$ cat src/rtl/rf_pkg.sv
// ----------------------------------------------------------------------------
// rf_pkg
//   Shared types and constants for the register-file writeback scheduler.
//   DW    : register data width
//   AW    : register address width
//   NREG  : number of architectural registers (2**AW)
//   wb_req_t : one queued writeback request {addr, data}
// ----------------------------------------------------------------------------
package rf_pkg;

    localparam int unsigned DW   = 32;
    localparam int unsigned AW   = 5;
    localparam int unsigned NREG = 2 ** AW;

    typedef struct packed {
        logic [AW-1:0] addr;
        logic [DW-1:0] data;
    } wb_req_t;

endpackage

$ cat src/rtl/rf_wb_fifo.sv
// ----------------------------------------------------------------------------
// rf_wb_fifo
//   Synchronous FIFO of wb_req_t used to park long-latency results until the
//   register file write port is free.
//   Ports:
//     clk, rst_n : clock, synchronous active-low reset
//     i_push     : enqueue i_data (ignored while full)
//     i_data     : request to enqueue
//     i_pop      : dequeue head (ignored while empty)
//     o_head     : current head entry (valid when !o_empty)
//     o_full     : DEPTH entries held
//     o_empty    : no entries held
//   Push and pop in the same cycle are allowed whenever the FIFO is not full;
//   a full FIFO never accepts a push, even if it is popping that cycle.
// ----------------------------------------------------------------------------
module rf_wb_fifo
    import rf_pkg::*;
#(
    parameter int unsigned DEPTH = 4
) (
    input  logic    clk,
    input  logic    rst_n,
    input  logic    i_push,
    input  wb_req_t i_data,
    input  logic    i_pop,
    output wb_req_t o_head,
    output logic    o_full,
    output logic    o_empty
);

    localparam int unsigned PW = (DEPTH > 1) ? $clog2(DEPTH) : 1;
    localparam int unsigned CW = $clog2(DEPTH + 1);

    wb_req_t        r_mem [DEPTH];
    logic [PW-1:0]  r_wptr;
    logic [PW-1:0]  r_rptr;
    logic [CW-1:0]  r_count;

    logic           w_push;
    logic           w_pop;

    // Wrap explicitly so non power-of-two depths work.
    function automatic logic [PW-1:0] ptr_inc(input logic [PW-1:0] p);
        return (p == PW'(DEPTH - 1)) ? '0 : p + PW'(1);
    endfunction

    assign o_full  = (r_count == CW'(DEPTH));
    assign o_empty = (r_count == '0);
    assign w_push  = i_push & ~o_full;
    assign w_pop   = i_pop & ~o_empty;
    assign o_head  = r_mem[r_rptr];

    // Storage carries no reset; occupancy is tracked by the pointers.
    always_ff @(posedge clk) begin
        if (w_push) begin
            r_mem[r_wptr] <= i_data;
        end
    end

    always_ff @(posedge clk) begin
        if (!rst_n) begin
            r_wptr  <= '0;
            r_rptr  <= '0;
            r_count <= '0;
        end else begin
            if (w_push) begin
                r_wptr <= ptr_inc(r_wptr);
            end
            if (w_pop) begin
                r_rptr <= ptr_inc(r_rptr);
            end
            case ({w_push, w_pop})
                2'b10:   r_count <= r_count + CW'(1);
                2'b01:   r_count <= r_count - CW'(1);
                default: r_count <= r_count;
            endcase
        end
    end

endmodule

$ cat src/rtl/rf_wb_scheduler.sv
// ----------------------------------------------------------------------------
// rf_wb_scheduler
//   Owner of the single register-file write port. The in-order pipe writeback
//   always wins; long-latency results (mul/div, miss loads) are queued and
//   drained whenever the pipe is not writing. A per-register busy scoreboard
//   tracks destinations of outstanding long ops and stalls issue on RAW/WAW.
//   Ports:
//     clk, rst_n          : clock, synchronous active-low reset
//     i_iss_valid         : instruction presented at issue
//     i_iss_long          : instruction is long-latency
//     i_iss_rd_we         : instruction writes i_iss_rd
//     i_iss_rs/rt/rd      : source 1 / source 2 / destination registers
//     o_iss_stall         : hold issue this cycle
//     i_pipe_we/waddr/wdata : pipe writeback request
//     i_lu_valid/waddr/wdata : long-unit result
//     o_lu_ready          : result FIFO can accept
//     o_wb_hold           : registered; pipe must suppress writes while high
//     o_rf_we/waddr/wdata : register file write port
//     o_busy_vec          : scoreboard contents
//     o_ovf_err           : sticky, long result arrived while FIFO full
// ----------------------------------------------------------------------------
module rf_wb_scheduler
    import rf_pkg::*;
#(
    parameter int unsigned DEPTH        = 4,
    parameter int unsigned STARVE_LIMIT = 8
) (
    input  logic            clk,
    input  logic            rst_n,
    input  logic            i_iss_valid,
    input  logic            i_iss_long,
    input  logic            i_iss_rd_we,
    input  logic [AW-1:0]   i_iss_rs,
    input  logic [AW-1:0]   i_iss_rt,
    input  logic [AW-1:0]   i_iss_rd,
    output logic            o_iss_stall,
    input  logic            i_pipe_we,
    input  logic [AW-1:0]   i_pipe_waddr,
    input  logic [DW-1:0]   i_pipe_wdata,
    input  logic            i_lu_valid,
    output logic            o_lu_ready,
    input  logic [AW-1:0]   i_lu_waddr,
    input  logic [DW-1:0]   i_lu_wdata,
    output logic            o_wb_hold,
    output logic            o_rf_we,
    output logic [AW-1:0]   o_rf_waddr,
    output logic [DW-1:0]   o_rf_wdata,
    output logic [NREG-1:0] o_busy_vec,
    output logic            o_ovf_err
);

    localparam int unsigned OW = $clog2(DEPTH + 1);
    localparam int unsigned GW = $clog2(STARVE_LIMIT + 1);

    logic [NREG-1:0] r_busy;
    logic [OW-1:0]   r_outst;
    logic [GW-1:0]   r_age;
    logic            r_wb_hold;
    logic            r_ovf;

    logic [NREG-1:0] w_busy_nxt;
    logic [OW-1:0]   w_outst_nxt;
    logic [GW-1:0]   w_age_nxt;

    logic            w_pipe_we;
    logic            w_fifo_full;
    logic            w_fifo_empty;
    logic            w_push;
    logic            w_pop;
    wb_req_t         w_head;
    wb_req_t         w_lu_req;
    logic            w_stall;
    logic            w_accept;
    logic            w_long_acc;

    // ------------------------------------------------------------------
    // Long-result queue
    // ------------------------------------------------------------------
    assign w_push   = i_lu_valid & ~w_fifo_full;
    assign w_lu_req = '{addr: i_lu_waddr, data: i_lu_wdata};

    rf_wb_fifo #(
        .DEPTH (DEPTH)
    ) u_fifo (
        .clk     (clk),
        .rst_n   (rst_n),
        .i_push  (w_push),
        .i_data  (w_lu_req),
        .i_pop   (w_pop),
        .o_head  (w_head),
        .o_full  (w_fifo_full),
        .o_empty (w_fifo_empty)
    );

    assign o_lu_ready = ~w_fifo_full;

    // ------------------------------------------------------------------
    // Write-port mux: pipe has fixed priority, queue head fills idle slots.
    // The whole port is quiet while reset is asserted.
    // ------------------------------------------------------------------
    assign w_pipe_we = i_pipe_we & rst_n;

    always_comb begin
        o_rf_we    = 1'b0;
        o_rf_waddr = '0;
        o_rf_wdata = '0;
        w_pop      = 1'b0;
        if (w_pipe_we) begin
            o_rf_we    = 1'b1;
            o_rf_waddr = i_pipe_waddr;
            o_rf_wdata = i_pipe_wdata;
        end else if (rst_n && !w_fifo_empty) begin
            o_rf_we    = 1'b1;
            o_rf_waddr = w_head.addr;
            o_rf_wdata = w_head.data;
            w_pop      = 1'b1;
        end
    end

    // ------------------------------------------------------------------
    // Issue hazard check. Uses registered state only, so a result that is
    // draining this cycle still blocks its dependants until the next one.
    // rs/rt are checked even if the instruction does not read them.
    // ------------------------------------------------------------------
    assign w_stall = i_iss_valid &
                     (r_busy[i_iss_rs] | r_busy[i_iss_rt] |
                      (i_iss_rd_we & r_busy[i_iss_rd]) |
                      (i_iss_long & (r_outst == OW'(DEPTH))));

    assign w_accept    = i_iss_valid & ~w_stall;
    assign w_long_acc  = w_accept & i_iss_long;
    assign o_iss_stall = w_stall;

    // Scoreboard: the WAW stall guarantees a set and a clear never target the
    // same live entry, so their order here is immaterial.
    always_comb begin
        w_busy_nxt = r_busy;
        if (w_pop) begin
            w_busy_nxt[w_head.addr] = 1'b0;
        end
        if (w_long_acc && i_iss_rd_we && (i_iss_rd != '0)) begin
            w_busy_nxt[i_iss_rd] = 1'b1;
        end
        w_busy_nxt[0] = 1'b0;
    end

    // Outstanding long ops, including those with rd=0 or no destination.
    always_comb begin
        w_outst_nxt = r_outst;
        case ({w_long_acc, w_pop})
            2'b10: begin
                if (r_outst != OW'(DEPTH)) begin
                    w_outst_nxt = r_outst + OW'(1);
                end
            end
            2'b01: begin
                if (r_outst != '0) begin
                    w_outst_nxt = r_outst - OW'(1);
                end
            end
            default: w_outst_nxt = r_outst;
        endcase
    end

    // Starvation age: counts cycles the queue head is blocked by the pipe.
    always_comb begin
        w_age_nxt = '0;
        if (!w_fifo_empty && w_pipe_we) begin
            w_age_nxt = (r_age == GW'(STARVE_LIMIT)) ? r_age : r_age + GW'(1);
        end
    end

    always_ff @(posedge clk) begin
        if (!rst_n) begin
            r_busy    <= '0;
            r_outst   <= '0;
            r_age     <= '0;
            r_wb_hold <= 1'b0;
            r_ovf     <= 1'b0;
        end else begin
            r_busy    <= w_busy_nxt;
            r_outst   <= w_outst_nxt;
            r_age     <= w_age_nxt;
            r_wb_hold <= (w_age_nxt == GW'(STARVE_LIMIT));
            r_ovf     <= r_ovf | (i_lu_valid & w_fifo_full);
        end
    end

    assign o_busy_vec = r_busy;
    assign o_wb_hold  = r_wb_hold;
    assign o_ovf_err  = r_ovf;

endmodule

$ cat config.mk
export PLATFORM = sky130hd
export DESIGN_NAME = rf_wb_scheduler
export DESIGN_NICKNAME = d
export VERILOG_FILES = /design/src/rtl/rf_pkg.sv /design/src/rtl/rf_wb_fifo.sv /design/src/rtl/rf_wb_scheduler.sv
export SDC_FILE = /design/constraint.sdc
export NUM_CORES = 1
export LEC_CHECK = 0
export CAP_MARGIN = 20
export CORE_ASPECT_RATIO = 1.5
export CORE_MARGIN = 2
export CORE_UTILIZATION = 38
export CTS_CLUSTER_SIZE = 10
export DETAILED_ROUTE_END_ITERATION = 10
export PLACE_DENSITY = 0.61
export SETUP_SLACK_MARGIN = 0.15
export SLEW_MARGIN = 10
export SYNTH_ARGS = -nofsm -noshare
export SYNTH_HDL_FRONTEND = slang
export SYNTH_SLANG_ARGS = --single-unit
$ cat constraint.sdc
create_clock -name clk -period 3.5 [get_ports clk]
set_input_delay 0.35 -clock clk [delete_from_list [all_inputs] [get_ports clk]]
set_output_delay 0.35 -clock clk [all_outputs]
set_load 0.005 [all_outputs]
Yosys cells after proc, flatten, opt, wreduce, memory -nomap -nowiden --
Memory sizes are Yosys's and may differ from the RTL's. A register that Yosys moved wholly into a read port is not among the register bits. Index checks and enable logic that the tools add are counted.
Word-level totals: logic and storage cells 100, memories 1, bits in writable memories 148, output and inout port bits 74, input bits 96, register bits 48
Memory list:
- u_fifo.r_mem | depth 4, width 37, read ports 1, clocked after memory_dff 1, write ports 1, RTL line rf_wb_fifo.sv:34 | wb_req_t r_mem [DEPTH];
Cells by class: reduce and logical (&&, ||, !) cells 13, $add $sub $neg 7, mux-type cells 31, magnitude comparators 6, equality and inequality tests 13, bitwise operators 20
Operators by type and width (count):
- $mux W32 | 4
- $and A32 B32 Y32 | 1
- $not A32 Y32 | 1
- $or A32 B32 Y32 | 1
- $lt A5 B6 Y1 const B | 4
- $bmux W1 S5 | 3
- $pmux W3 S2 | 2
- $and A1 B1 Y1 | 10
- $demux W1 S5 | 2
- $ge A5 B1 Y1 const B | 2
- $mux W1 | 10
- $mux W5 | 2
- $eq A2 B2 Y1 const B | 4
- $eq A4 B4 Y1 const B | 2
- $mux W2 | 4
- $mux W4 | 2
- $add A3 B1 Y3 const B | 2
- $eq A3 B3 Y1 const B | 2
- $logic_and A1 B1 Y1 | 6
- $mux W3 | 2
- $sub A3 B1 Y3 const B | 2
- $reduce_bool A5 Y1 | 1
- $add A2 B1 Y2 const B | 2
- $add A4 B1 Y4 const B | 1
- 10 further kinds | 18

Logic depth before layout (Yosys ltp) --
Gate-level depths: netlist of run 1.
depth after elaboration 12, gate-level depth with buffers 16

Modules after synthesis --
Synthesis of run 1 repeated with hierarchy kept, for this count alone.
Unflattened totals: cells, all modules 598, area, all modules 9057.4 µm²
By module, submodules not included:
- rf_wb_fifo | area an instance 5889.4 µm², cells an instance 249, times used 1
- rf_wb_scheduler | area an instance 3168.0 µm², cells an instance 349, times used 1

Least setup slack after synthesis of run 1 --
Ideal clock, no wire load.
kind input to register, start input i_iss_rd[1], end register r_outst[2], stages 15, setup slack 305 ps, arrival time 3080 ps, required time 3385 ps, path through buf_2 > mux2i_1 > nor3_1 > o31a_1 > nor4_2 > nor2b_1 > or3_1 > ha_1 > xor2_1 > ha_1 > a21oi_1 > xnor2_1 > nand2_1 > xnor2_1 > and2_1
On the way: cells in the longest elaborated chain, start to end 12, elaborated cells on any way between the ends 16, those cells by class 4 x eq/ne; 3 x mux; 7 x bitwise; 2 x reduce/logical
Ends and longest elaborated chain:
- start: declaration | RTL line rf_wb_scheduler.sv:35 | input logic [AW-1:0] i_iss_rd,
- $bmux W1 S5 * | RTL line rf_wb_scheduler.sv:127 | (i_iss_rd_we & r_busy[i_iss_rd]) |
- $mux W1 (not written as such) * | RTL line rf_wb_scheduler.sv:127
- $and A1 B1 Y1 * | RTL line rf_wb_scheduler.sv:127
- $or A1 B1 Y1 * | RTL line rf_wb_scheduler.sv:126 | (r_busy[i_iss_rs] | r_busy[i_iss_rt] |
- $or A1 B1 Y1 * | RTL line rf_wb_scheduler.sv:127
- $and A1 B1 Y1 * | RTL line rf_wb_scheduler.sv:125 | assign w_stall = i_iss_valid &
- $not A1 Y1 * | RTL line rf_wb_scheduler.sv:130 | assign w_accept = i_iss_valid & ~w_stall;
- $and A1 B1 Y1 * | RTL line rf_wb_scheduler.sv:130
- $and A1 B1 Y1 * | RTL line rf_wb_scheduler.sv:131 | assign w_long_acc = w_accept & i_iss_long;
- $eq A2 B1 Y1 / $eq A2 B2 Y1 (equally long branches) | RTL line rf_wb_scheduler.sv:150 | case ({w_long_acc, w_pop})
- $ne A2 B2 Y1 (no source line) / $reduce_bool A2 Y1 (equally long branches)
- $reduce_and A3 Y1 (no source line)
- end signal: assignment | RTL line rf_wb_scheduler.sv:182 | r_outst <= w_outst_nxt;
- end: declaration | RTL line rf_wb_scheduler.sv:56 | logic [OW-1:0] r_outst;
Mark *: on every way between the ends. The rest lies on a longest branch, timed or not. The select of a mux whose other input is x is not followed. A chain may end at the register's enable or synchronous reset.

Final worst setup path of run 1 --
start input i_iss_rs[1], end register r_outst[2]
On the way: cells in the longest elaborated chain, start to end 12, elaborated cells on any way between the ends 16, those cells by class 4 x eq/ne; 3 x mux; 7 x bitwise; 2 x reduce/logical
Ends and longest elaborated chain:
- start: declaration | RTL line rf_wb_scheduler.sv:33 | input logic [AW-1:0] i_iss_rs,
- $bmux W1 S5 * | RTL line rf_wb_scheduler.sv:126
- $mux W1 (not written as such) * | RTL line rf_wb_scheduler.sv:126
- $or A1 B1 Y1 * (2 in series) | RTL line rf_wb_scheduler.sv:126
- $or A1 B1 Y1 * | RTL line rf_wb_scheduler.sv:127
- $and A1 B1 Y1 * | RTL line rf_wb_scheduler.sv:125
- $not A1 Y1 * | RTL line rf_wb_scheduler.sv:130
- $and A1 B1 Y1 * | RTL line rf_wb_scheduler.sv:130
- $and A1 B1 Y1 * | RTL line rf_wb_scheduler.sv:131
- $eq A2 B1 Y1 / $eq A2 B2 Y1 (equally long branches) | RTL line rf_wb_scheduler.sv:150
- $ne A2 B2 Y1 (no source line) / $reduce_bool A2 Y1 (equally long branches)
- $reduce_and A3 Y1 (no source line)
Marked as above.

==> results of run 1 <==
[Yosys cell counts, types with 3 or more instances]
cell type | number | area share, %
edfxtp_1 | 148 | 48
and3_1 | 5 | 0.34
o211ai_1 | 31 | 2.5
nand3_1 | 11 | 0.59
nand2_1 | 23 | 0.93
nor4b_1 | 5 | 0.47
buf_2 | 20 | 1.1
a22o_1 | 35 | 3.3
mux2_2 | 4 | 0.49
o21ai_1 | 12 | 0.65
nor3_1 | 5 | 0.27
inv_1 | 12 | 0.49
xor2_1 | 3 | 0.28
buf_1 | 7 | 0.28
ha_1 | 12 | 1.6
nand2b_1 | 12 | 0.81
clkbuf_1 | 25 | 1.0
nor2_1 | 44 | 1.8
dfxtp_1 | 49 | 11
o21ai_0 | 21 | 1.1
mux4_2 | 45 | 11
xnor2_1 | 4 | 0.38
a21oi_1 | 5 | 0.27
nor2b_1 | 12 | 0.81
or3_1 | 5 | 0.34
nand3b_1 | 7 | 0.57
mux2i_1 | 28 | 3.0
and2_1 | 4 | 0.27
nand4_1 | 32 | 2.2
[state kept, by name (all words and copies together) (netlist names), named ones only]
name / flops
o_busy_vec: 31
u_fifo.r_wptr: 2
r_outst: 3
u_fifo.r_mem: 148
r_age: 4
o_wb_hold: 1
o_ovf_err: 1
u_fifo.r_count: 3
u_fifo.r_rptr: 2
[layer usage]
| metal | GRT usage (%) | wire length, µm | vias to the layer above |
|---|---|---|---|
| li1 | - | - | 3078 |
| met1 | 24.5 | 10500 | 3340 |
| met2 | 38.8 | 14600 | 248 |
| met3 | 4.21 | 1340 | 51 |
| met4 | 9.46 | 857 | 0 |
| met5 | 0 | 0 | - |
[per-stage QoR]
step	cells	power, mW	setup TNS [ps]	instance area, µm²	setup slack (ps)
2_1_floorplan	675	3.38	0	9260	305
4_1_cts	1207	5.74	0	12200	178
6_report	1212	5.70	0	12400	248
3_3_place_gp	1172	3.87	-499	11600	-300
5_1_grt	1212	5.94	0	12400	98.5
3_5_place_dp	1172	3.90	-683	11600	-330
[critical path, cell delays in order]
cell             delay (ps)
clkdlybuf4s50_1         420
buf_6                   140
buf_4                   140
buf_4                   160
mux4_2                  250
nor3_2                   50
a311oi_2                300
nand4b_4                180
or3_4                   430
ha_4                    180
xor2_1                  140
ha_2                    190
a21oi_2                 130
xnor2_1                 140
nand2_1                  90
xnor2_1                 120
and2_1                  150
[cell families after synthesis]
kind of cell | after synthesis
DFF | 197
and+or+nand+nor | 176
AOI/OAI and AO/OA | 136
muxes | 77
buffers and inverters | 68
adders and majority gates | 13
xor gates and xnor gates | 7
other | 1
[timing repair]
item / 4_1_cts / 5_1_grt
gates cloned: 1 / 1
endpoints found under the setup margin: 2 / 4
pin swaps: 3 / 5
resized for setup: 9 / 15
buffers inserted: 2 / 4
[final cells by class]
type	instances	area (µm²)
multi-input combinational	410	3610
fill	2090	11800
clock inverter	14	121
timing repair buffer	237	2320
clock buffer	18	429
tap	324	405
inverter	12	45.0
sequential	197	5430
[placed cells by master (no fill, tap or decap), drive strengths merged, types with 4 or more instances in the layout]
cell type / instances
nor2b: 12
nand3b: 7
nand2b: 12
a21oi: 5
a22o: 35
mux2i: 28
o211ai: 31
mux2: 4
nand3: 11
nor4b: 5
clkinv: 8
ha: 12
buf: 67
dfxtp: 49
o21ai: 33
edfxtp: 148
and2: 5
nand2: 23
clkdlybuf4s50: 164
nor3: 5
clkbuf: 19
inv: 17
or3: 5
nor2: 44
mux4: 45
and3: 5
nand4: 32
xnor2: 4
[worst max-delay path by stage]
stage           startpoint  slack [ps]          to
3_5_place_dp   i_iss_rd[1]        -330  r_outst[2]
5_1_grt        i_iss_rs[1]         100  r_outst[2]
6_report       i_iss_rs[1]         250  r_outst[2]
2_1_floorplan  i_iss_rd[1]         300  r_outst[2]
4_1_cts        i_iss_rs[1]         180  r_outst[2]
3_3_place_gp   i_iss_rt[2]        -300  r_outst[2]
[power groups by stage]
stage	logic [mW]	clock network [mW]	registers (mW)
2_1_floorplan	0.652	0	2.72
3_3_place_gp	1.11	0	2.76
3_5_place_dp	1.13	0	2.77
4_1_cts	1.16	1.86	2.72
5_1_grt	1.26	1.95	2.73
6_report	1.16	1.83	2.72
==> summary.md, run 1 <==
| Metric | Value |
|---|---|
| Outcome | finished clean |
| Worst EP required | 3820 ps |
| Crit-path max FO | 7 |
| Worst-Skew Late Latency | 430 ps |
| Reg-to-reg slack, setup | 340 ps |
| Initial antenna violation count | 0 |
| Largest net degree at the start of global routing | 49 |
| Post-synthesis xor/xnor area fraction | 0.662% |
| Synthesis-to-layout area growth | 33.5% |
| Ports | 170 |
| Power Dens Cells | 461 nW/µm² |
| Final core utilization | 51.2% |
| Dpl hpwl | slightly below 20000 µm |
| Clock share of power | between 30% and 40% |
| Initial Util | 38.3% |
| Internal power | 4.18 mW |
| Yosys Warn Count | 0 |
| Syn Std Cell Area | 9260 µm² |
| Seq pwr share | approximately 48% |
| Worst Hold Class | reg2reg |
| Minimum clock period | 3250 ps |
| Rows | 70 |
| Syn_area_per_cell | 13.7 µm² |
| Avg Vias per Cell | 5.54 |
| Worst hold path depth | 2 |
| Number of diodes | 0 |
| Critical Path Start Type | primary input |
| Syn nets | 784 |
| Setup crit end kind | flop |
| Post-synth top flop | edfxtp_1 |
| Crit Path Category | in2reg |
| Clk buf depth | 2 |
| Core area | 24200 µm² |
| Synthesized instance count | roughly 680 |
| CTS clk-pin slew, worst paths | ~70 ps |
| R2R Path End | r_outst[2] |
| Final hold violation count | 0 |
| Largest family of logic cells by synthesized area | multiplexers |
| Final setup violation count | 0 |
| Wire per inst | 22.5 µm |
| Worst r2r src | o_busy_vec[13] |
| Vias in the first global route | ~7300 |
| Routed Wire Length | ~27000 µm |
| Pre-Repair DR Iteration Count | 4 |
| Layout cells sized above 1 | 19.6% |
| Synth Area in Adders | approximately 1.8% |
| CTS Hold Bufs | 0 |
| Via count | roughly 6700 |
| Remaining Overflow, GRT | 0 |
| Max-slew headroom | 32.6% |
| Seq/Total Area, Yosys | 58.6% |
| Max Freq | 308 MHz |
| Slew @ Worst Pin | 1010 ps |
| Sw frac | between 20% and 30% |
| Maximum VDD drop | 0.457 mV |
| IO buf count | 168 |
| NumNets Final | 984 |
| # DRC | 0 |
| P_sw | 1.52 mW |
| First-pass GRT wire length | 42000 µm |
| Seq cells post-synth | 197 |
| Arrival @ worst endpoint | 3570 ps |
| Comb pwr share | 20.4% |
| Total track usage | 21.4% |
| Post-Synth Simple-Gate Area | 10.4% |
| Initial drt markers | 335 |
| GPL Wtd Cong | 0.917 |
| Lkg Pwr | 4.16 nW |
| Post-synth EDFFs | 148 |
| Post-synth cell types | 65 |
| Async SR Flop Fraction | 0% |
| DRT antenna net count | 0 |
| Hold path start | u_fifo.r_rptr[1] |
| Compound-Gate Fraction of Synth Area | 10.9% |
| Worst reg2reg path depth | 14 |
| RSZ-0062 raised after global routing | no |
| Die width | 131 µm |
| WHS | 499 ps |
| Die Ht | 195 µm |
| Final Cycle Share | 92.9% |
| Total Die Area | ~26000 µm² |
| Total CTS buffers | 17 |
| Maxcap violations | 0 |
| Slew Limit Fails | 0 |
| Worst Clk Skew | 10.6 ps |
| H-tree levels | 4 |
| CTS Root Buffer Type | clkbuf_16 |
| Multiplexer share of the synthesized area | around 14% |
| CTS tree | built |
| CTS sink count | roughly 200 |
Power figures use the tool's default switching activity.
==> run 2, diff against run 1 <==
Settings changed: CAP_MARGIN 20 to unset.
==> results of run 2 <==
The final DEF is identical to that of run 1; final timing and power are the same.
==> run 3, diff against run 2 <==
Settings changed: PLACE_DENSITY 0.61 to unset.
==> summary.md, run 3 (synthesized netlist as in run 1, its figures left out) <==
| Metric | Value |
|---|---|
| Final hold violation count | 0 |
| Worst EP required | around 3800 ps |
| Minimum clock period | 3260 ps |
| GPL Wtd Cong | 0.901 |
| Most frequent cells in the layout | 161 x clkdlybuf4s50_1, 148 x edfxtp_1, 49 x buf_4 |
| RSZ-0062 raised after global routing | yes |
| Top reg by flops | u_fifo.r_mem |
| P_sw | 1.48 mW |
| CTS tree | built |
| First-pass GRT wire length | around 40000 µm |
| CTS clk-pin slew, worst paths | 80 ps |
| Via count | 6706 |
| Slew @ Worst Pin | 617 ps |
| Largest net degree at the start of global routing | 49 |
| Initial Util | 38.3% |
| Die Ht | 195 µm |
| Synthesis-to-layout area growth | 32.1% |
| Max reg flops | 148 |
| Lkg Pwr | 4.11 nW |
| Rows | 70 |
| Pre-Repair DR Iteration Count | 7 |
| Crit path max-delay family | simple AND/OR/NAND/NOR gates |
| Final setup violation count | 0 |
| Maximum VDD drop | 0.303 mV |
| Dpl hpwl | 18100 µm |
| Most common cell after layout, fill and taps aside | clkdlybuf4s50_1 |
| Initial drt markers | 408 |
| Final Cycle Share | 93.2% |
| Fin worst setup slack | 237 ps |
| Ports | 170 |
| Seq pwr share | 46.7% |
| Total CTS buffers | 17 |
| Initial antenna violation count | 0 |
| Die width | 131 µm |
| Crit Path Category | in2reg |
| Routed Wire Length | around 26000 µm |
| Total track usage | 20.7% |
| Remaining Overflow, GRT | 0 |
| Fin cells | 1198 |
| Comb pwr share | 20.1% |
| Final setup TNS | 0 ps |
| IO buf count | between 150 and 200 |
| # DRC | 0 |
| Avg Vias per Cell | 5.60 |
| NumNets Final | 970 |
| Max stage delay cell, worst path | clkdlybuf4s50_1 |
| Max-slew headroom | 58.9% |
| Sw frac | 25.7% |
| Critical path buffers and inverters | 2 |
| Post-placement cell count | 1158 |
| Clock share of power | 33.2% |
| CTS Root Buffer Type | clkbuf_16 |
| Max Freq | 306 MHz |
| FILL cells | between 2000 and 2500 |
| Maxcap violations | 0 |
| Critical path's largest stage delay | 460 ps |
| Critical-path cell list | clkdlybuf4s50_1 -> buf_4 -> mux4_2 -> nor2_1 -> a311oi_1 -> a311oi_2 -> nand4b_4 -> or3_4 -> ha_1 -> xor2_1 -> ha_1 -> a21oi_2 -> xnor2_1 -> nand2_1 -> xnor2_1 -> and2_1 |
| Area of all placed cells without fillers | 12200 µm² |
| Worst-Skew Late Latency | 430 ps |
| Pre-CTS setup slack | -345 ps |
| Layout cells sized above 1 | ~17% |
| Outcome | finished clean |
| Setup crit end kind | flop |
| Worst Hold Class | reg2reg |
| Power Dens Cells | 472 nW/µm² |
| Crit-path max FO | 9 |
| Critical Path Start Type | primary input |
| Area of placed instances | approximately 12000 µm² |
| Internal power | 4.30 mW |
| H-tree levels | 4 |
| Total Die Area | 25700 µm² |
| Worst Clk Skew | 13.8 ps |
| Reg-to-reg slack, setup | 330 ps |
| Arrival @ worst endpoint | 3590 ps |
| Wire per inst | 22.0 µm |
| DRT antenna net count | 0 |
| CTS Hold Bufs | 0 |
| Vias in the first global route | 7128 |
| Core area | 24200 µm² |
| Clk buf depth | 2 |
| Number of diodes | 0 |
| CTS sink count | about 200 |
| Slew Limit Fails | 0 |
## run 3: changes by cell type in the layout (fill, tap and decap cells not counted), moves of 3 or more
cell             previous run  this run
buf_4                      59        49
clkinv_4                    6         1
clkdlybuf4s50_1           164       161
buf_6                       3         0
## run 3: repair_timing
action / in CTS / in global routing
endpoints found under the setup margin: 2 / 31
setup buffers: 2 / 4
resized for setup: 6 / 12
cloned: 1 / 1
pin swaps: 3 / 4
## run 3: final cells by class
cell class	instances	area, µm²	area share (%)
clock buffer	17	425	3.48
clock inverter	15	153	1.25
inverter	12	48.8	0.399
multi-input combinational	410	3580	29.3
sequential	197	5430	44.3
tap	324	405	3.31
timing repair buffer	223	2200	18.0
## run 3: power by group through the flow
stage / Clock (mW) / Sequential [mW] / Combinational, mW
2_1_floorplan: 0 / 2.72 / 0.652
3_3_place_gp: 0 / 2.74 / 1.11
3_5_place_dp: 0 / 2.75 / 1.12
4_1_cts: 1.96 / 2.70 / 1.16
5_1_grt: 2.06 / 2.71 / 1.25
6_report: 1.92 / 2.70 / 1.16
## run 3: final timing paths
check / endpoint / depth (start not counted) / start
setup / recovery: r_outst[2] / 16 / i_iss_rt[2]
setup reg to reg: r_outst[2] / 14 / o_busy_vec[7]
hold reg to reg: flop / 2 / u_fifo.r_rptr[1]
hold / removal: flop / 2 / u_fifo.r_rptr[1]
## run 3: worst reg2reg max path, cell delays in order (launching register included)
cell     delay [ps]
dfxtp_1         430
mux2i_1         200
o32ai_1         110
o31a_1          330
nor4_4          310
nor2b_1         100
or3_4           410
ha_1            220
xor2_1          150
ha_1            210
a21oi_2         120
xnor2_1         130
nand2_1          80
xnor2_1         130
and2_1          150
## run 3: through the flow
step / power [mW] / hold WS (ps) / util (%)
3_3_place_gp: 3.85 / 477 / 47.6
6_report: 5.78 / 494 / 50.6
3_5_place_dp: 3.88 / 491 / 47.6
4_1_cts: 5.82 / 496 / 50.2
2_1_floorplan: 3.38 / 449 / -
5_1_grt: 6.02 / 523 / 50.6
## run 3: metal layers
| metal | wire, µm | vias up | global-route usage (%) |
|---|---|---|---|
| met4 | 651 | 0 | 7.73 |
| met3 | 1360 | 47 | 4.21 |
| met1 | 10400 | 3346 | 24.3 |
| met5 | 0 | - | 0 |
| met2 | 14000 | 260 | 37.3 |
| li1 | - | 3053 | - |
==> RTL edit 1 (settings of run 2) <==
Change the package constant `DW` from 32 to 48.
--- a/src/rtl/rf_pkg.sv
+++ b/src/rtl/rf_pkg.sv
@@ -10,3 +10,3 @@
 
-    localparam int unsigned DW   = 32;
+    localparam int unsigned DW   = 48;
     localparam int unsigned AW   = 5;
Ports: changed (resized i_lu_wdata, i_pipe_wdata and o_rf_wdata); port bits go from 170 to 218. No check against the original RTL was run, so the function may have changed too.
==> RTL edit 1 against run 2 <==
- final area rose by 25%
- utilization up 1.2 points
- synthesized cell count grew 7.4%
- global-route usage decreased by 2.3 points
- via count rose by 14%
- total power rose by 37%
- area after synthesis grew 24%
- register-to-register slack lost 0.10 ns
- sequential cell count is 64 higher
- wire length rose by 12%
- sequential share of layout area up 3.6 points
- worst setup slack got worse by 0.0093 ns
- first-iteration DRC count rose by 29%
- critical path type is now reg2reg
==> RTL edit 1: results (changes against run 2) <==
Logic synthesis
  – EDFF count, synth: 212 (+43%)
  – Synth cell count leaders: edfxtp_1, mux4_2, a22o_1
  – Area contributors post-synth: edfxtp_1, mux4_2, dfxtp_1, a22o_1, mux2i_1
  – Register area share after synthesis: 64.1% (+5.5 points)
  – Post-Syn Area per Cell: 15.8 sq um (+15%)
  – Syn Nets: 866 (+10%)
  – Netlist cell types: 55 (-15%)

Place
  – Placed insts: 1356 (+16%)
  – Pre-CTS setup slack: -0.413 ns (-0.0835 ns)
  – Buffers on Ports: 216 (+29%)
  – Placer Congestion: 0.975 (+6.3%)
  – DP Wirelength: 21500 um (+12%)

Global route
  – Pin count of the biggest net entering global routing: 54 (+10%)
  – Met1 Resource Use GR: 22.6% (-1.9 points)
  – Initial antenna violation count: 1 (+1)
  – Gr usage total: 19.2% (-2.3 points)
  – GR Util met2: 34.0% (-4.8 points)
  – Met3 usage: 3.20% (-1.0 points)

Clocking
  – Clk_lat worst skew: 0.55 ns (+0.12 ns)
  – H-tree levels: 1 (-3)
  – Clk buf depth: 3 (+1)
  – Cts bufs inserted: 30 (+13)

Detailed routing
  – Highest Signal Layer: met5
  – Via-per-instance ratio: 5.39 (-2.7%)
  – Final wirelength: 30600 um (+12%)
  – DRT iter0 DRCs: 431 (+29%)
  – TritonRoute pass-1 iters: 5 (+1)
  – DR WL met3: 1720 um (+28%)
  – Met1 WL: 11800 um (+12%)
  – Metal2 WL: 15800 um (+8.2%)

Critical path
  – Critical path's slowest cell: mux4_2
  – CP arrival: 3.71 ns (+0.14 ns)
  – CP Max Fanout: 5 (-2)

Timing
  – Post-route clock skew: 0.0115 ns (+0.000894 ns)

Finish
  – Final nets: 1137 (+16%)
  – Fillcell total: 2543 (+22%)
  – Layout cells sized above 1: 18.6% (-0.95 points)

Worst hold path
  – Worst Hold Class: in2reg

Power
  – Leakage: 0.00520 uW (+25%)

Run status
  – Outcome: complete, no violations
## RTL edit 1: cell count changes after synthesis, moves of 14 or more
| cell | before | now |
|---|---|---|
| o31ai_1 | 1 | 16 |
| nand4_1 | 32 | 4 |
| o21ai_0 | 21 | 4 |
| mux4_2 | 45 | 61 |
| buf_2 | 20 | 6 |
| nor2_1 | 44 | 15 |
| edfxtp_1 | 148 | 212 |
| a22o_1 | 35 | 52 |
| nand2_1 | 23 | 39 |
## RTL edit 1: final cells by class
| class | instances | area [sq um] | area share [%] |
|---|---|---|---|
| multi-input cells | 404 | 3910 | 25.2 |
| well taps | 395 | 494 | 3.19 |
| clock inverters | 2 | 25.0 | 0.162 |
| inverters | 11 | 43.8 | 0.283 |
| repair buffers | 288 | 2810 | 18.2 |
| flip-flops and latches | 261 | 7350 | 47.5 |
| clock buffers | 53 | 847 | 5.47 |
## RTL edit 1: power breakdown
part | switching [uW] | leakage [uW] | internal [uW]
sequential | 74.5 | 0.00234 | 3540
clock | 1160 | 0.000414 | 1620
combinational | 658 | 0.00245 | 756
total | 1890 | 0.00520 | 5920
## RTL edit 1: logic make-up (layout without fill, tap and decap cells)
kind of cell / Yosys count / in the layout / share of synthesized area (%)
other cells: 1 / 1 / 0.0327
flops: 261 / 261 / 64.1
mux: 95 / 95 / 15.0
compound gates: 151 / 151 / 10.4
simple gates: 137 / 137 / 6.28
buf+inv: 60 / 354 / 2.19
xor+xnor: 7 / 7 / 0.535
fa+ha+maj: 13 / 13 / 1.48
## RTL edit 1: critical path, delay by kind of cell (launching register included)
family                   cells  cell delay (ns)
XOR/XNOR                     3             0.39
AO/OA/AOI/OAI                3             0.59
flip-flops                   1             0.39
buffers and inverters        1             0.20
multiplexers                 1             0.49
adder cells (fa/ha/maj)      2             0.34
AND/OR/NAND/NOR              4             0.76
## RTL edit 1: what timing repair did
item / 4_1_cts / 5_1_grt
pin swaps: 3 / 8
setup endpoints to repair: 1 / 35
buffers inserted: 2 / 1
hold buffers: 0 / 0
resized for setup: 6 / 11
## RTL edit 1: worst paths after layout
path	cells past startpoint	from	slack (ns)	end
setup / recovery	14	o_busy_vec[13]$_SDFF_PN0_	0.24	r_outst[2]$_SDFFE_PN0P_
hold / removal	1	i_lu_wdata[24]	0.43	u_fifo.r_mem[0][24]$_DFFE_PP_
hold reg to reg	2	u_fifo.r_rptr[1]$_SDFFE_PN0P_	0.49	flop
setup reg to reg	14	o_busy_vec[13]$_SDFF_PN0_	0.24	r_outst[2]$_SDFFE_PN0P_
## RTL edit 1: metrics by stage
stage | hold slack, ns | util [%]
2_1_floorplan | 0.449 | -
3_3_place_gp | 0.480 | 49.1
5_1_grt | 0.412 | 52.3
3_5_place_dp | 0.479 | 49.1
4_1_cts | 0.399 | 52.2
6_report | 0.429 | 52.3
==> RTL edit 2 (config.mk and constraints of run 2) <==
Made on the original files. Make the reset (`rst_n`) asynchronous in 2 clocked blocks. Comments in the files are not updated.
--- a/src/rtl/rf_wb_fifo.sv
+++ b/src/rtl/rf_wb_fifo.sv
@@ -59,3 +59,3 @@
 
-    always_ff @(posedge clk) begin
+    always_ff @(posedge clk or negedge rst_n) begin
         if (!rst_n) begin
--- a/src/rtl/rf_wb_scheduler.sv
+++ b/src/rtl/rf_wb_scheduler.sv
@@ -172,3 +172,3 @@
 
-    always_ff @(posedge clk) begin
+    always_ff @(posedge clk or negedge rst_n) begin
         if (!rst_n) begin
Check against the original RTL: differs if rst_n is asserted again (counterexample within 4 cycles, from zero or initial values and one cycle with rst_n low); with rst_n held inactive, the same outputs for 4 cycles.
==> RTL edit 2 against run 2 <==
- non-clock buffer count decreased by 27
- total power increased by 29%
- sequential cell count shrank 2
- critical path depth shrank 9
- area after synthesis down 2.8%
- worst setup slack worse by 0.011 ns
- final area down 4.1%
- worst hold slack worse by 0.42 ns
- cell count is 9.7% lower
- wire length decreased by 12%
- largest cell class unchanged
==> RTL edit 2: results (changes against run 2) <==
Global route
  – Pin count of the biggest net entering global routing: 48 (-2.0%)
  – Met1 Resource Use GR: 23.1% (-1.4 points)
  – Initial antenna violation count: 0 (unchanged)
  – First-pass GRT wire length: 36700 um (-13%)
  – Met3 usage: 4.24% (+0.036 points)
  – Gr usage total: 19.8% (-1.7 points)
  – GR Util met2: 34.1% (-4.6 points)
  – Vias in the first global route: 6441 (-11%)

Logic synthesis
  – Post-Synth Adder-Cell Area: 1.83% (-0.0035 points)
  – Post-synthesis compound-gate area fraction: 11.5% (+0.64 points)
  – Mux contribution to synthesized area: 14.9% (+0.49 points)
  – Async S/R FF share, synth: 24.1% (+24 points)
  – Syn Nets: 683 (-13%)
  – Synth cell count leaders: edfxtp_1, dfrtp_1, mux4_2
  – EDFF count, synth: 148 (unchanged)
  – Area contributors post-synth: edfxtp_1, dfrtp_1, mux4_2, a22o_1, mux2i_1
  – Netlist cell types: 56 (-14%)
  – XOR/XNOR Fraction of Synth Area: 0.778% (+0.12 points)
  – Register area share after synthesis: 62.4% (+3.8 points)

Finish
  – Layout cells sized above 1: 19.2% (-0.37 points)
  – Final nets: 870 (-12%)
  – Sequential standard cell area: 5630 sq um (+3.7%)
  – Fillcell total: 1982 (-5.2%)

Place
  – Placed Area: 11200 sq um (-3.9%)
  – DP Wirelength: 17200 um (-10%)
  – Placer Congestion: 0.888 (-3.1%)

Critical path
  – Delay-heaviest family, CP: buffers and inverters
  – Critical path's slowest cell: clkdlybuf4s50_1
  – CP arrival: 2.91 ns (-0.66 ns)
  – Reg2reg path depth: 9 (-5)
  – CP max stage delay: 0.66 ns (+0.23 ns)
  – FF-to-FF setup slack: 0.47 ns (+0.13 ns)
  – CP Max Fanout: 17 (+10)

Detailed routing
  – DR WL met3: 1370 um (+2.2%)
  – Drt wl/cell: 22.0 um (-2.3%)
  – Via-per-instance ratio: 5.53 (-0.14%)
  – TritonRoute pass-1 iters: 6 (+2)
  – Met1 WL: 9310 um (-11%)
  – Metal2 WL: 12400 um (-15%)
  – DRT iter0 DRCs: 426 (+27%)

Clocking
  – Post-CTS Setup Inserts: 0 (-2)
  – Clock root buffer: clkbuf_16
  – Clk_lat worst skew: 0.43 ns (about the same)
  – PostCTS Resize Cnt: 5 (-4)
  – H-tree levels: 4 (unchanged)
  – Cts bufs inserted: 17 (unchanged)
  – Clk buf depth: 2 (unchanged)

Timing
  – Post-route clock skew: 0.0103 ns (-0.000373 ns)
  – Worst relative slew slack: 55.5% (+23 points)

Power
  – Leakage: 0.00429 uW (+3.1%)
  – Worst vdd ir: 0.000405 V (-11%)

Worst hold path
  – Worst Hold Class: in2async

Run status
  – Outcome: complete, no violations
-- RTL edit 2: stage by stage --
| stage | worst slack (ns) | instances | power [uW] | hold WS [ns] |
|---|---|---|---|---|
| 6_report | 0.237 | 1095 | 7370 | 0.0758 |
| 5_1_grt | 0.122 | 1094 | 7780 | 0.119 |
| 4_1_cts | 0.182 | 1086 | 7410 | 0.0885 |
| 3_5_place_dp | -0.138 | 1054 | 5600 | 0.474 |
| 3_3_place_gp | -0.0776 | 1054 | 5550 | 0.480 |
| 2_1_floorplan | 0.607 | 575 | 4580 | 0.0544 |
-- RTL edit 2: worst paths after layout --
| check | startpoint | end |
|---|---|---|
| max | i_iss_rt[2] | o_iss_stall |
| min | rst_n | o_busy_vec[3]$_DFF_PN0_ |
| max reg2reg | o_busy_vec[31]$_DFF_PN0_ | r_outst[1]$_DFFE_PN0P_ |
| min reg2reg | o_ovf_err$_DFF_PN0_ | o_ovf_err$_DFF_PN0_ |
| max in group asynchronous | rst_n | o_busy_vec[27]$_DFF_PN0_ |
| min in group clk | o_ovf_err$_DFF_PN0_ | o_ovf_err$_DFF_PN0_ |
-- RTL edit 2: layout make-up --
| class | instances | area share, % |
|---|---|---|
| sequential | 195 | 47.5 |
| multi-input combinational | 323 | 26.7 |
| timing repair buffer | 210 | 17.4 |
| clock buffer | 18 | 3.62 |
| tap | 319 | 3.37 |
| clock inverter | 14 | 1.03 |
| inverter | 15 | 0.475 |
| antenna | 1 | 0.0211 |
-- RTL edit 2: report_power, final --
part	internal, uW	leakage, uW	switching, uW
combinational	1180	0.00206	1130
clock	933	0.000265	863
sequential	2980	0.00197	279
total	5090	0.00429	2280
